$ cat config.mk
export PLATFORM = sky130hd
export DESIGN_NAME = ahb_master_req_ctrl_flat
export DESIGN_NICKNAME = d
export VERILOG_FILES = /design/src/rtl/ahb_master_req_ctrl_if.sv /design/src/rtl/ahb_master_req_ctrl.sv /design/src/flat_wrapper.sv
export SDC_FILE = /design/constraint.sdc
export NUM_CORES = 1
export LEC_CHECK = 0
export ABC_AREA = 1
export CORE_ASPECT_RATIO = 0.8
export CORE_MARGIN = 2
export CORE_UTILIZATION = 28
export CTS_CLUSTER_SIZE = 24
export DETAILED_ROUTE_END_ITERATION = 6
export GPL_TIMING_DRIVEN = 0
export PLACE_DENSITY_LB_ADDON = 0.25
export SLEW_MARGIN = 20
export SYNTH_ARGS = -nofsm -noshare
export SYNTH_HDL_FRONTEND = slang
export SYNTH_SLANG_ARGS = --single-unit
$ cat constraint.sdc
create_clock -name HCLK -period 1.4 [get_ports HCLK]
set_input_delay 0.28 -clock HCLK [delete_from_list [all_inputs] [get_ports HCLK]]
set_output_delay 0.28 -clock HCLK [all_outputs]
set_load 0.01 [all_outputs]
$ cat src/rtl/ahb_master_req_ctrl_if.sv
// Command and AHB-side signal bundle for one bus master's request/transfer controller.
// The master modport is the controller's view; slave is the arbiter/slave/client side.
interface ahb_master_req_ctrl_if #(
  parameter int ADDR_W = 32,
  parameter int DATA_W = 32
);
  logic              cmd_valid;
  logic              cmd_ready;
  logic              cmd_write;
  logic              cmd_lock;
  logic [ADDR_W-1:0] cmd_addr;
  logic [DATA_W-1:0] cmd_wdata;
  logic              rsp_valid;
  logic [DATA_W-1:0] rsp_rdata;
  logic              rsp_err;
  logic              HBUSREQ;
  logic              HLOCK;
  logic              HGRANT;
  logic              HREADY;
  logic [1:0]        HRESP;
  logic [DATA_W-1:0] HRDATA;
  logic [1:0]        HTRANS;
  logic [ADDR_W-1:0] HADDR;
  logic              HWRITE;
  logic [2:0]        HSIZE;
  logic [2:0]        HBURST;
  logic [DATA_W-1:0] HWDATA;

  modport master (
    input  cmd_valid, cmd_write, cmd_lock, cmd_addr, cmd_wdata,
    output cmd_ready, rsp_valid, rsp_rdata, rsp_err,
    output HBUSREQ, HLOCK,
    input  HGRANT, HREADY, HRESP, HRDATA,
    output HTRANS, HADDR, HWRITE, HSIZE, HBURST, HWDATA
  );

  modport slave (
    output cmd_valid, cmd_write, cmd_lock, cmd_addr, cmd_wdata,
    input  cmd_ready, rsp_valid, rsp_rdata, rsp_err,
    input  HBUSREQ, HLOCK,
    output HGRANT, HREADY, HRESP, HRDATA,
    input  HTRANS, HADDR, HWRITE, HSIZE, HBURST, HWDATA
  );
endinterface

$ cat src/rtl/ahb_master_req_ctrl.sv
// Per-master AHB request/transfer controller: turns one valid/ready command into an
// arbitrated single-beat NONSEQ transfer, re-arbitrating on RETRY/SPLIT.
module ahb_master_req_ctrl #(
  parameter int ADDR_W    = 32,
  parameter int DATA_W    = 32,
  parameter int MAX_RETRY = 8
) (
  input  logic                  HCLK,
  input  logic                  HRESETn,
  ahb_master_req_ctrl_if.master bus
);

  // state  | meaning
  // IDLE   | cmd_ready high, waiting for a command
  // REQ    | HBUSREQ high, waiting for HGRANT & HREADY
  // ADDR   | NONSEQ address phase, waiting for HREADY
  // DATA   | data phase, waiting for completion or RETRY/SPLIT
  // RESP   | one-cycle rsp_valid pulse
  localparam logic [2:0] S_IDLE = 3'd0;
  localparam logic [2:0] S_REQ  = 3'd1;
  localparam logic [2:0] S_ADDR = 3'd2;
  localparam logic [2:0] S_DATA = 3'd3;
  localparam logic [2:0] S_RESP = 3'd4;

  localparam logic [1:0] TRANS_IDLE   = 2'b00;
  localparam logic [1:0] TRANS_NONSEQ = 2'b10;

  localparam int              CNT_W      = $clog2(MAX_RETRY + 1);
  localparam logic [CNT_W-1:0] RETRY_LAST = CNT_W'(MAX_RETRY - 1);

  logic [2:0]        state;
  logic [CNT_W-1:0]  retry_cnt;
  logic              hold_write;
  logic              hold_lock;
  logic [ADDR_W-1:0] hold_addr;
  logic [DATA_W-1:0] hold_wdata;

  assign bus.HSIZE  = 3'b010;
  assign bus.HBURST = 3'b000;

  always_ff @(posedge HCLK or negedge HRESETn) begin
    if (!HRESETn) begin
      state         <= S_IDLE;
      retry_cnt     <= '0;
      hold_write    <= 1'b0;
      hold_lock     <= 1'b0;
      hold_addr     <= '0;
      hold_wdata    <= '0;
      bus.cmd_ready <= 1'b0;
      bus.rsp_valid <= 1'b0;
      bus.rsp_rdata <= '0;
      bus.rsp_err   <= 1'b0;
      bus.HBUSREQ   <= 1'b0;
      bus.HLOCK     <= 1'b0;
      bus.HTRANS    <= TRANS_IDLE;
      bus.HADDR     <= '0;
      bus.HWRITE    <= 1'b0;
      bus.HWDATA    <= '0;
    end else begin
      bus.rsp_valid <= 1'b0;
      case (state)
        S_IDLE: begin
          if (bus.cmd_valid && bus.cmd_ready) begin
            hold_write    <= bus.cmd_write;
            hold_lock     <= bus.cmd_lock;
            hold_addr     <= bus.cmd_addr;
            hold_wdata    <= bus.cmd_wdata;
            retry_cnt     <= '0;
            bus.cmd_ready <= 1'b0;
            bus.HBUSREQ   <= 1'b1;
            bus.HLOCK     <= bus.cmd_lock;
            state         <= S_REQ;
          end else begin
            bus.cmd_ready <= 1'b1;
          end
        end

        S_REQ: begin
          if (bus.HGRANT && bus.HREADY) begin
            bus.HTRANS <= TRANS_NONSEQ;
            bus.HADDR  <= hold_addr;
            bus.HWRITE <= hold_write;
            state      <= S_ADDR;
          end
        end

        S_ADDR: begin
          // Grant is no longer consulted: ownership was won on entry to ADDR.
          if (bus.HREADY) begin
            bus.HTRANS  <= TRANS_IDLE;
            bus.HBUSREQ <= 1'b0;
            if (hold_write) begin
              bus.HWDATA <= hold_wdata;
            end
            state <= S_DATA;
          end
        end

        S_DATA: begin
          // RETRY/SPLIT is acted on in its first (HREADY low) cycle and wins over HREADY.
          if (bus.HRESP[1]) begin
            retry_cnt <= retry_cnt + 1'b1;
            if (retry_cnt >= RETRY_LAST) begin
              bus.rsp_valid <= 1'b1;
              bus.rsp_err   <= 1'b1;
              bus.rsp_rdata <= '0;
              bus.HLOCK     <= 1'b0;
              state         <= S_RESP;
            end else begin
              bus.HBUSREQ <= 1'b1;
              bus.HLOCK   <= hold_lock;
              state       <= S_REQ;
            end
          end else if (bus.HREADY) begin
            bus.rsp_valid <= 1'b1;
            bus.rsp_err   <= bus.HRESP[0];
            bus.rsp_rdata <= (!bus.HRESP[0] && !hold_write) ? bus.HRDATA : '0;
            bus.HLOCK     <= 1'b0;
            state         <= S_RESP;
          end
        end

        S_RESP: begin
          bus.cmd_ready <= 1'b1;
          state         <= S_IDLE;
        end

        default: begin
          state <= S_IDLE;
        end
      endcase
    end
  end

endmodule

$ cat src/flat_wrapper.sv
// flat-port wrapper written by rule: the top's interface ports become plain ports
module ahb_master_req_ctrl_flat 
#(
  parameter int ADDR_W    = 32,
  parameter int DATA_W    = 32,
  parameter int MAX_RETRY = 8
)
  (HCLK, HRESETn, bus_cmd_valid, bus_cmd_write, bus_cmd_lock, bus_cmd_addr, bus_cmd_wdata, bus_cmd_ready, bus_rsp_valid, bus_rsp_rdata, bus_rsp_err, bus_HBUSREQ, bus_HLOCK, bus_HGRANT, bus_HREADY, bus_HRESP, bus_HRDATA, bus_HTRANS, bus_HADDR, bus_HWRITE, bus_HSIZE, bus_HBURST, bus_HWDATA);
  ahb_master_req_ctrl_if #(.ADDR_W(ADDR_W), .DATA_W(DATA_W)) bus_i ();
  input  logic HCLK;
  input  logic HRESETn;
  input wire logic [$bits(bus_i.cmd_valid)-1:0] bus_cmd_valid;
  input wire logic [$bits(bus_i.cmd_write)-1:0] bus_cmd_write;
  input wire logic [$bits(bus_i.cmd_lock)-1:0] bus_cmd_lock;
  input wire logic [$bits(bus_i.cmd_addr)-1:0] bus_cmd_addr;
  input wire logic [$bits(bus_i.cmd_wdata)-1:0] bus_cmd_wdata;
  output wire logic [$bits(bus_i.cmd_ready)-1:0] bus_cmd_ready;
  output wire logic [$bits(bus_i.rsp_valid)-1:0] bus_rsp_valid;
  output wire logic [$bits(bus_i.rsp_rdata)-1:0] bus_rsp_rdata;
  output wire logic [$bits(bus_i.rsp_err)-1:0] bus_rsp_err;
  output wire logic [$bits(bus_i.HBUSREQ)-1:0] bus_HBUSREQ;
  output wire logic [$bits(bus_i.HLOCK)-1:0] bus_HLOCK;
  input wire logic [$bits(bus_i.HGRANT)-1:0] bus_HGRANT;
  input wire logic [$bits(bus_i.HREADY)-1:0] bus_HREADY;
  input wire logic [$bits(bus_i.HRESP)-1:0] bus_HRESP;
  input wire logic [$bits(bus_i.HRDATA)-1:0] bus_HRDATA;
  output wire logic [$bits(bus_i.HTRANS)-1:0] bus_HTRANS;
  output wire logic [$bits(bus_i.HADDR)-1:0] bus_HADDR;
  output wire logic [$bits(bus_i.HWRITE)-1:0] bus_HWRITE;
  output wire logic [$bits(bus_i.HSIZE)-1:0] bus_HSIZE;
  output wire logic [$bits(bus_i.HBURST)-1:0] bus_HBURST;
  output wire logic [$bits(bus_i.HWDATA)-1:0] bus_HWDATA;
  assign bus_i.cmd_valid = bus_cmd_valid;
  assign bus_i.cmd_write = bus_cmd_write;
  assign bus_i.cmd_lock = bus_cmd_lock;
  assign bus_i.cmd_addr = bus_cmd_addr;
  assign bus_i.cmd_wdata = bus_cmd_wdata;
  assign bus_cmd_ready = bus_i.cmd_ready;
  assign bus_rsp_valid = bus_i.rsp_valid;
  assign bus_rsp_rdata = bus_i.rsp_rdata;
  assign bus_rsp_err = bus_i.rsp_err;
  assign bus_HBUSREQ = bus_i.HBUSREQ;
  assign bus_HLOCK = bus_i.HLOCK;
  assign bus_i.HGRANT = bus_HGRANT;
  assign bus_i.HREADY = bus_HREADY;
  assign bus_i.HRESP = bus_HRESP;
  assign bus_i.HRDATA = bus_HRDATA;
  assign bus_HTRANS = bus_i.HTRANS;
  assign bus_HADDR = bus_i.HADDR;
  assign bus_HWRITE = bus_i.HWRITE;
  assign bus_HSIZE = bus_i.HSIZE;
  assign bus_HBURST = bus_i.HBURST;
  assign bus_HWDATA = bus_i.HWDATA;
  ahb_master_req_ctrl #(.ADDR_W(ADDR_W), .DATA_W(DATA_W), .MAX_RETRY(MAX_RETRY)) u_core (.HCLK(HCLK), .HRESETn(HRESETn), .bus(bus_i));
endmodule
==> results.md, run 1 <==
Timing:
- Hold timing on the final database bottoms out at a slack of -0.258 ns.
- The maximum frequency from static timing analysis is 657 MHz.
- Clock skew on the completed layout was measured at 0.0129 ns.
- Of the available clock period, the critical path in the final layout requires 1.09.
- The count of final setup violators is 80.
- The final count of pins violating max slew is 0.
- The final hold violation count is 45.
- The total negative setup slack is -2.61 ns.
- The minimum period implied by the final worst setup slack is 1.52 ns.
- The setup slack after layout is -0.122 ns.
- Setup repair after global routing could not meet its margin everywhere.

Worst setup path:
- The signal on the critical path passes through buf_6 > nor2_4 > nand4_4 > buf_12 > buf_6 > buf_8 > nand2_2 > o21ai_1.
- The data arrival at the endpoint of the critical path is 1.84 ns.
- Along the worst path, the maximum fanout reaches 8.
- The cell occurring most often along the worst timing path is sky130_fd_sc_hd__buf_6.
- STA classifies the critical path endpoint as a flip-flop.
- The setup check on the worst reg-to-reg path leaves a slack of -0.12 ns.
- STA classifies the critical path startpoint as a flip-flop.
- Among all stages on the critical path, the largest delay is contributed by sky130_fd_sc_hd__dfrtp_2.
- The largest stage delay on the critical path is 0.47 ns.
- For the worst setup path, the data required time is 1.72 ns.
- The worst setup path category is reg2reg.

Status:
- The run finished, with violations left.
- The checks that failed: hold timing, setup timing.

Finish:
- Measured on the finished design, the core utilization comes to 0.506.
- The number of antenna repair diodes is 0.
- In the final design database the tool counted 1153 nets.
- The fraction of final layout cells with drive strength greater than 1 is 0.430.
- The area added between synthesis and finish is 77.1%.

Power and ir drop:
- The static leakage is 5.83 nW.
- The largest vdd supply drop is 0.890 mV.
- The power density relative to cell area is 1980 mW/mm^2.
- The total power of the final layout is 24.5 mW.

Logic synthesis:
- During synthesis, Yosys emitted a total of 0 warnings.
- The area fraction of the dominant cell type after synthesis is 0.631.
- The distinct cell type count after synthesis is 28.
- The average cell area after synthesis is 9.46 sq um.
- Synthesis produced a netlist whose cell count is 738.
- Sorting the synthesized cells by area gives the leading types as sky130_fd_sc_hd__dfrtp_1 63%, sky130_fd_sc_hd__nand2_1 11%, sky130_fd_sc_hd__o21ai_0 7.5%.
- sky130_fd_sc_hd__dfrtp_1 takes more of the synthesized area than any other cell.
- The post-synthesis sequential area ratio is 0.631.
- In this run, synthesis produced a sequential element count of 176.
- In this run the cell area of the synthesized design comes to 0.00698 sq mm.

Floorplanning:
- The row count is 51.
- The area of the core is 0.0244 sq mm.
- The number of primary I/O pins is 215.
- Measured along the y axis, the die boundary spans 145 um.
- The floorplan step set the die width to 181 um.
- The die covers 0.0262 sq mm.
- The starting density of the core is 0.286.

GRT:
- The overall routing resource usage is 0.166.
- The initial antenna violation count came to 1.
- The global-route wire length before repair is 34100 um.
- The number of global-route vias before repair is 6131.
- The remaining global-route overflow is 0.
- Entering global routing, the biggest net connects 67 pins.

Routing:
- The post-detailed-route via-to-cell ratio is 4.49.
- After detailed routing, the total wire length is 22400 um.
- The iteration-0 DRC count of the detailed router is 358.
- The count of vias placed by the detailed router is 6187.
- For this run, the detailed router's first-pass iteration total came to 4.
- The number of routed nets with antenna violations is 0.
- The routed wire length per instance is 16.2 um.
- For this run, design rule violations remaining after detail routing come to 0.

Clock tree:
- The clock insertion delay at the later pin of the skew report is 0.42 ns.
- In this run the number of H-tree levels came out at 4.
- In this run the clock root is driven by a sky130_fd_sc_hd__clkbuf_16.
- No sink is reached through more buffers than the 2 on the longest clock path.
- The number of buffers added by the clock tree synthesis step is 17.
- The clock slew at the register clock pins of the worst setup and hold paths is 0.07 ns.
- TritonCTS built the clock tree.
- The clock net in this run drives a total of 176 sinks.

Job:
- The number of max-cap violations is 0.

Placement:
- During placement, the flow inserted port buffers numbering 207.
- The pre-CTS setup slack is -0.736 ns.
- The routability congestion estimate is 0.766.
- The HPWL after detailed placement is 13900 um.

Worst hold path:
- The type of the tightest min-delay check is in2async.
-- power breakdown --
part	internal, mW	switching (mW)
combinational	5.60	5.56
clock	2.63	2.08
sequential	7.32	1.30
-- synthesized netlist by cell type --
cell type / count
sky130_fd_sc_hd__buf_2: 4
sky130_fd_sc_hd__nor2_4: 1
sky130_fd_sc_hd__xor2_1: 1
sky130_fd_sc_hd__clkbuf_1: 23
sky130_fd_sc_hd__nand3_2: 1
sky130_fd_sc_hd__a21boi_0: 2
sky130_fd_sc_hd__inv_2: 1
sky130_fd_sc_hd__nor3b_1: 1
sky130_fd_sc_hd__nand4_2: 2
sky130_fd_sc_hd__conb_1: 2
sky130_fd_sc_hd__or2_2: 1
sky130_fd_sc_hd__nand3_1: 43
sky130_fd_sc_hd__o21ai_0: 105
sky130_fd_sc_hd__ha_1: 1
sky130_fd_sc_hd__o21bai_1: 1
sky130_fd_sc_hd__nand4_1: 1
sky130_fd_sc_hd__buf_4: 16
sky130_fd_sc_hd__o22ai_1: 1
sky130_fd_sc_hd__buf_6: 5
sky130_fd_sc_hd__nand2_1: 200
sky130_fd_sc_hd__inv_1: 76
sky130_fd_sc_hd__nor2_1: 10
sky130_fd_sc_hd__or2_1: 1
sky130_fd_sc_hd__o21ai_1: 52
sky130_fd_sc_hd__dfrtp_1: 176
sky130_fd_sc_hd__nor2_2: 1
sky130_fd_sc_hd__clkinv_1: 1
sky130_fd_sc_hd__o21ai_2: 9
-- state kept, by name (all words and copies together), names as in the netlist --
| name | flops |
|---|---|
| u_core.bus.HADDR | 32 |
| u_core.hold_lock | 1 |
| u_core.retry_cnt | 4 |
| u_core.bus.rsp_valid | 1 |
| u_core.bus.HWDATA | 32 |
| u_core.bus.HLOCK | 1 |
| u_core.bus.HBUSREQ | 1 |
| u_core.bus.rsp_err | 1 |
| u_core.hold_addr | 32 |
| u_core.bus.rsp_rdata | 32 |
| u_core.bus.cmd_ready | 1 |
| u_core.hold_wdata | 32 |
| u_core.hold_write | 1 |
| u_core.bus.HWRITE | 1 |
| u_core.state | 3 |
| u_core.bus.HTRANS | 1 |
-- per-layer routing --
| metal | GRT usage | share of wire | vias up |
|---|---|---|---|
| met5 | 0 | 0.00058 | - |
| met2 | 0.255 | 0.46 | 147 |
| met1 | 0.227 | 0.46 | 3038 |
| met3 | 0.0575 | 0.063 | 16 |
| li1 | - | - | 2984 |
| met4 | 0.0355 | 0.011 | 2 |
-- worst max-delay path: cells and delay by family (launching register included) --
family | cells | cell delay, ns
AOI/OAI and AO/OA | 1 | 0.05
buffers and inverters | 4 | 0.58
DFF | 1 | 0.47
and+or+nand+nor | 3 | 0.31
-- cells by family after synthesis --
group,Yosys count,share of synthesized area
buffers and inverters,126,0.0824
other,2,0.00108
DFF,176,0.631
and+or+nand+nor,262,0.155
adders and majority gates,1,0.00179
xor gates and xnor gates,1,0.00125
AOI/OAI and AO/OA,170,0.128
-- layout make-up --
type                            count  area [sq um]
Multi-Input combinational cell    442          3120
Buffer                             43           543
Tap cell                          318           398
Fill cell                        2243         12100
Clock buffer                       23           478
Inverter                           78           302
Sequential cell                   176          4410
Clock inverter                      9          96.3
Timing Repair Buffer              289          3020
-- cells in the final DEF (no fill, tap or decap), types with 2 or more instances in the layout --
cell,synthesis,layout
sky130_fd_sc_hd__buf_16,0,10
sky130_fd_sc_hd__buf_12,0,20
sky130_fd_sc_hd__conb_1,2,7
sky130_fd_sc_hd__nand4_4,0,3
sky130_fd_sc_hd__nor2_4,1,4
sky130_fd_sc_hd__dfrtp_1,176,173
sky130_fd_sc_hd__nor2_1,10,7
sky130_fd_sc_hd__o21ai_1,52,74
sky130_fd_sc_hd__dlygate4sd2_1,0,4
sky130_fd_sc_hd__nand2_1,200,49
sky130_fd_sc_hd__buf_2,4,3
sky130_fd_sc_hd__clkbuf_1,23,3
sky130_fd_sc_hd__nand2_2,0,87
sky130_fd_sc_hd__clkbuf_2,0,41
sky130_fd_sc_hd__inv_4,0,3
sky130_fd_sc_hd__clkbuf_4,0,5
sky130_fd_sc_hd__clkinvlp_4,0,3
sky130_fd_sc_hd__clkbuf_8,0,5
sky130_fd_sc_hd__nand2_4,0,64
sky130_fd_sc_hd__buf_8,0,19
sky130_fd_sc_hd__dfrtp_2,0,3
sky130_fd_sc_hd__nand3_4,0,2
sky130_fd_sc_hd__o21ai_2,9,86
sky130_fd_sc_hd__inv_6,0,4
sky130_fd_sc_hd__clkdlybuf4s15_1,0,62
sky130_fd_sc_hd__nand3_2,1,4
sky130_fd_sc_hd__clkdlybuf4s50_1,0,102
sky130_fd_sc_hd__clkbuf_16,0,24
sky130_fd_sc_hd__nand3_1,43,38
sky130_fd_sc_hd__inv_1,76,73
sky130_fd_sc_hd__buf_4,16,47
sky130_fd_sc_hd__o21ai_0,105,6
sky130_fd_sc_hd__buf_6,5,10
-- metrics by stage --
step                std cells  area [sq um]
floorplan                 743          7010
detailed placement       1270          9540
finish                   1378         12400
global placement         1268          9480
global route             1378         12400
CTS                      1360         11600
-- repair_timing --
item	in CTS	in global routing
cloned	18	5
endpoints found under the hold margin	45	45
buffers inserted	40	24
pin swaps	10	11
resized for setup	454	355
setup endpoints to repair	270	225
-- path summary, 6_finish.rpt --
path,from,to,depth (start not counted)
max,u_core.state[0]$_DFFE_PN0P_,u_core.bus.HWDATA[5]$_DFFE_PN0P_,8
min,HRESETn,u_core.hold_wdata[13]$_DFFE_PN0P_,1
max reg2reg,u_core.state[0]$_DFFE_PN0P_,u_core.bus.HWDATA[5]$_DFFE_PN0P_,8
min reg2reg,u_core.bus.HTRANS[1]$_DFFE_PN0P_,u_core.bus.HTRANS[1]$_DFFE_PN0P_,2
max in group asynchronous,HRESETn,u_core.state[2]$_DFFE_PN0P_,3
min in group HCLK,bus_cmd_wdata[16],u_core.hold_wdata[16]$_DFFE_PN0P_,3
No activity file was read; power rests on OpenSTA's default activity.
==> run 2: changes to the inputs <==
--- a/config.mk
+++ b/config.mk
@@ -13,7 +13,6 @@
 export DETAILED_ROUTE_END_ITERATION = 6
 export GPL_TIMING_DRIVEN = 0
 export PLACE_DENSITY_LB_ADDON = 0.25
-export SLEW_MARGIN = 20
 export SYNTH_ARGS = -nofsm -noshare
 export SYNTH_HDL_FRONTEND = slang
 export SYNTH_SLANG_ARGS = --single-unit
==> run 2 against run 1 <==
  * The run still ends with hold timing, setup timing left
  * Sequential cell count unchanged
  * Clock-buffer cell count down 2
  * Largest power group unchanged
  * Final area is 8.5% lower
  * Combinational power fell by 18%
  * Global-route usage shrank 0.41 points
==> results.md, run 2 (synthesis gave the netlist of run 1 again) <==
Worst setup path:
- The data arrival at the endpoint of the critical path is 1.81 ns.
- For the worst setup path, the data required time is 1.75 ns.
- The critical path is of the reg2reg type.
- The logic depth of the worst register-to-register path is 6.
- Traced cell by cell, the critical path runs through buf_12 > nor2_4 > nand4_4 > buf_6 > clkbuf_16 > o21ai_1.
- The setup slack of the worst register-to-register path is -0.06 ns.
- The source of the critical timing path is u_core.state[0]$_DFFE_PN0P_.
- In this design, the stage delay of the slowest critical-path cell is 0.45 ns.
- The endpoint identified for the worst register-to-register timing path is u_core.bus.HWDATA[5]$_DFFE_PN0P_.
- The endpoint of the worst setup timing path is u_core.bus.HWDATA[5]$_DFFE_PN0P_.
- STA classifies the critical path endpoint as a flip-flop.
- The highest-delay cell along the critical path is sky130_fd_sc_hd__dfrtp_2.
- STA classifies the critical path startpoint as a flip-flop.
- The start of the worst register-to-register path is u_core.state[0]$_DFFE_PN0P_.
- Along the worst path, the maximum fanout reaches 6.

Timing:
- The worst clock skew on the final layout is 0.0148 ns.
- The final hold violation count came to 101.
- In the post-route analysis, the smallest setup slack over all paths is -0.0558 ns.
- The worst slew margin relative to its limit is 0.462.
- The count of final setup violators is 49.
- The minimum period implied by the final worst setup slack is 1.46 ns.
- The slew at the pin closest to its max-slew limit is 0.807 ns.
- The final count of pins violating max slew came to 0.
- The tightest hold path in the finished design has a slack of -0.0805 ns.
- The maximum frequency from static timing analysis is 687 MHz.
- Setup repair after global routing could not meet its margin everywhere.
- Dividing the final minimum period by the clock period gives 1.04.

Power and ir drop:
- The internal portion of the total power is 14.4 mW.
- The sequential group share of total power is 0.378.
- The switching share of total power is 0.354.
- Of the total power, the clock network draws 0.208.
- The total power of the final layout is 22.3 mW.
- In this run the power density over the cells is 1970 mW/mm^2.
- The switching power of the nets is 7.90 mW.
- Of the total power, combinational logic draws 0.414.
- The largest vdd supply drop is 0.884 mV.
- The static leakage is 5.25 nW.

Worst hold path:
- The type of the tightest min-delay check is in2async.

Clock tree:
- The H-tree was split into 4 levels.
- TritonCTS created 17 clock buffers.
- In this run the clock root is driven by a sky130_fd_sc_hd__clkbuf_16.
- The maximum buffer depth of the clock tree is 2.
- TritonCTS built the clock tree.
- The clock slew at the register clock pins of the worst setup and hold paths is 0.07 ns.
- The clock insertion delay at the later pin of the skew report is 0.42 ns.
- The number of clock sinks seen by CTS is 176.

Job:
- Across the run, the number of max-cap violations was 0.

Floorplanning:
- The die boundary height is 145 um.
- Measured along the x axis, the die boundary spans 181 um.
- For this configuration, the core starts out at a cell density of 0.286.
- The number of primary I/O pins is 215.
- The row count is 51.
- After floorplanning, the core was sized to cover 0.0244 sq mm.
- The full die area is 0.0262 sq mm.

Routing:
- The count of TritonRoute iterations in the first routing pass is 4.
- The routed wire length per instance is 15.9 um.
- The detail route stage leaves a number of antenna-violating nets equal to 0.
- The iteration-0 DRC count of the detailed router is 308.
- The post-detailed-route via-to-cell ratio is 4.42.
- The routed layout has 5982 vias.
- For this run, design rule violations remaining after detail routing come to 0.
- The routed design has 21500 um of wire.

Placement:
- The congestion estimate from routability-driven global placement came to 0.766.
- The number of buffer cells added on primary ports is 207.
- The cell area reported after detailed placement is 0.00951 sq mm.
- At the placement stage, the worst setup path has a slack of -0.726 ns.
- The detailed placement HPWL is 13900 um.

Finish:
- Summing all non-filler instances in the final layout gives an area of 0.0113 sq mm.
- The layout net count is 1128.
- The area added between synthesis and finish is 62.0%.
- The final standard cell utilization of the core is 0.463.
- The number of antenna repair diodes is 0.
- Leaving out fill and tap cells, the most frequent cell in the layout is sky130_fd_sc_hd__dfrtp_1.
- Across the whole layout, storage elements account for 0.00441 sq mm.
- In the final layout, the share of cells above drive strength 1 is 0.258.
- In the layout the commonest cells are 173 x sky130_fd_sc_hd__dfrtp_1, 137 x sky130_fd_sc_hd__nand2_1, 102 x sky130_fd_sc_hd__clkdlybuf4s50_1, 74 x sky130_fd_sc_hd__inv_1, 74 x sky130_fd_sc_hd__clkdlybuf4s15_1.
- Fill cells in the final layout number 2343.
- The multi-input combinational cells in the finished layout cover a total of 0.00236 sq mm.

GRT:
- The total overflow left after global routing is 0.
- The first global-routing pass estimated 33500 um of wire.
- The number of global-route vias before repair is 6018.
- Entering global routing, the biggest net connects 112 pins.
- The initial antenna violation count came to 1.
- In the global route stage, overall resource usage came out at 0.162.

Status:
- The flow ran to the end, but the final reports show violations.
- The final reports fail on hold timing, setup timing.
[run 2: cell types whose count changed in the layout (fill, tap and decap cells not counted), sizes merged, moves of 2 or more]
cell	before	now
clkbuf	78	59
buf	109	86
clkdlybuf4s15	62	74
dlygate4sd2	4	6
clkinvlp	3	5
inv	81	79
[run 2: area by class of cell]
class | instances | share of cell area
Inverter | 78 | 0.0269
Clock inverter | 10 | 0.00918
Multi-Input combinational cell | 441 | 0.209
Timing Repair Buffer | 264 | 0.243
Tap cell | 318 | 0.0352
Clock buffer | 21 | 0.0407
Buffer | 44 | 0.0472
Sequential cell | 176 | 0.390
[run 2: routing by layer]
| layer | track usage | up-vias | share of wire |
|---|---|---|---|
| met1 | 0.218 | 2903 | 0.48 |
| li1 | - | 2921 | - |
| met4 | 0.0367 | 0 | 0.010 |
| met2 | 0.248 | 145 | 0.45 |
| met3 | 0.0592 | 13 | 0.066 |
| met5 | 0 | - | 0 |
[run 2: critical path: cells and delay by family, from the launching register on]
kind / cells / cell delay, ns
AND/OR/NAND/NOR: 2 / 0.31
AO/OA/AOI/OAI: 1 / 0.10
buffers and inverters: 3 / 0.52
flip-flops: 1 / 0.45
[run 2: power groups by stage]
| stage | logic (mW) | clock network [mW] | registers (mW) |
|---|---|---|---|
| after floorplan | 3.22 | 0 | 8.82 |
| after global placement | 7.71 | 0 | 8.37 |
| after detailed placement | 7.82 | 0 | 8.39 |
| after CTS | 8.88 | 4.79 | 8.37 |
| after global routing | 10.2 | 5.03 | 8.68 |
| final | 9.24 | 4.65 | 8.45 |
[run 2: worst min path at each step]
stage	from	end	slack [ns]	cells after the start
final	HRESETn	u_core.hold_wdata[16]$_DFFE_PN0P_	-0.08	1
after global routing	HRESETn	u_core.hold_wdata[16]$_DFFE_PN0P_	-0.03	1
after detailed placement	HRESETn	u_core.bus.HWDATA[13]$_DFFE_PN0P_	0.42	1
after CTS	HRESETn	u_core.bus.HWDATA[13]$_DFFE_PN0P_	-0.04	1
after floorplan	HRESETn	u_core.bus.HADDR[0]$_DFFE_PN0P_	-0.02	0
after global placement	u_core.bus.HTRANS[1]$_DFFE_PN0P_	u_core.bus.HTRANS[1]$_DFFE_PN0P_	0.46	2
[run 2: timing repair]
| item | 4_1_cts | 5_1_grt |
|---|---|---|
| resized for setup | 362 | 150 |
| pin swaps | 8 | 14 |
| hold endpoints to repair | 107 | 9 |
| endpoints found under the setup margin | 270 | 227 |
| cloned | 11 | 4 |
| buffers inserted | 32 | 13 |
[run 2: metrics by stage]
step	cells	TNS [ns]
CTS	1343	-2.47
detailed placement	1269	-89.06
floorplan	743	0
global route	1352	-5.69
global placement	1268	-1440.04
finish	1352	-0.832
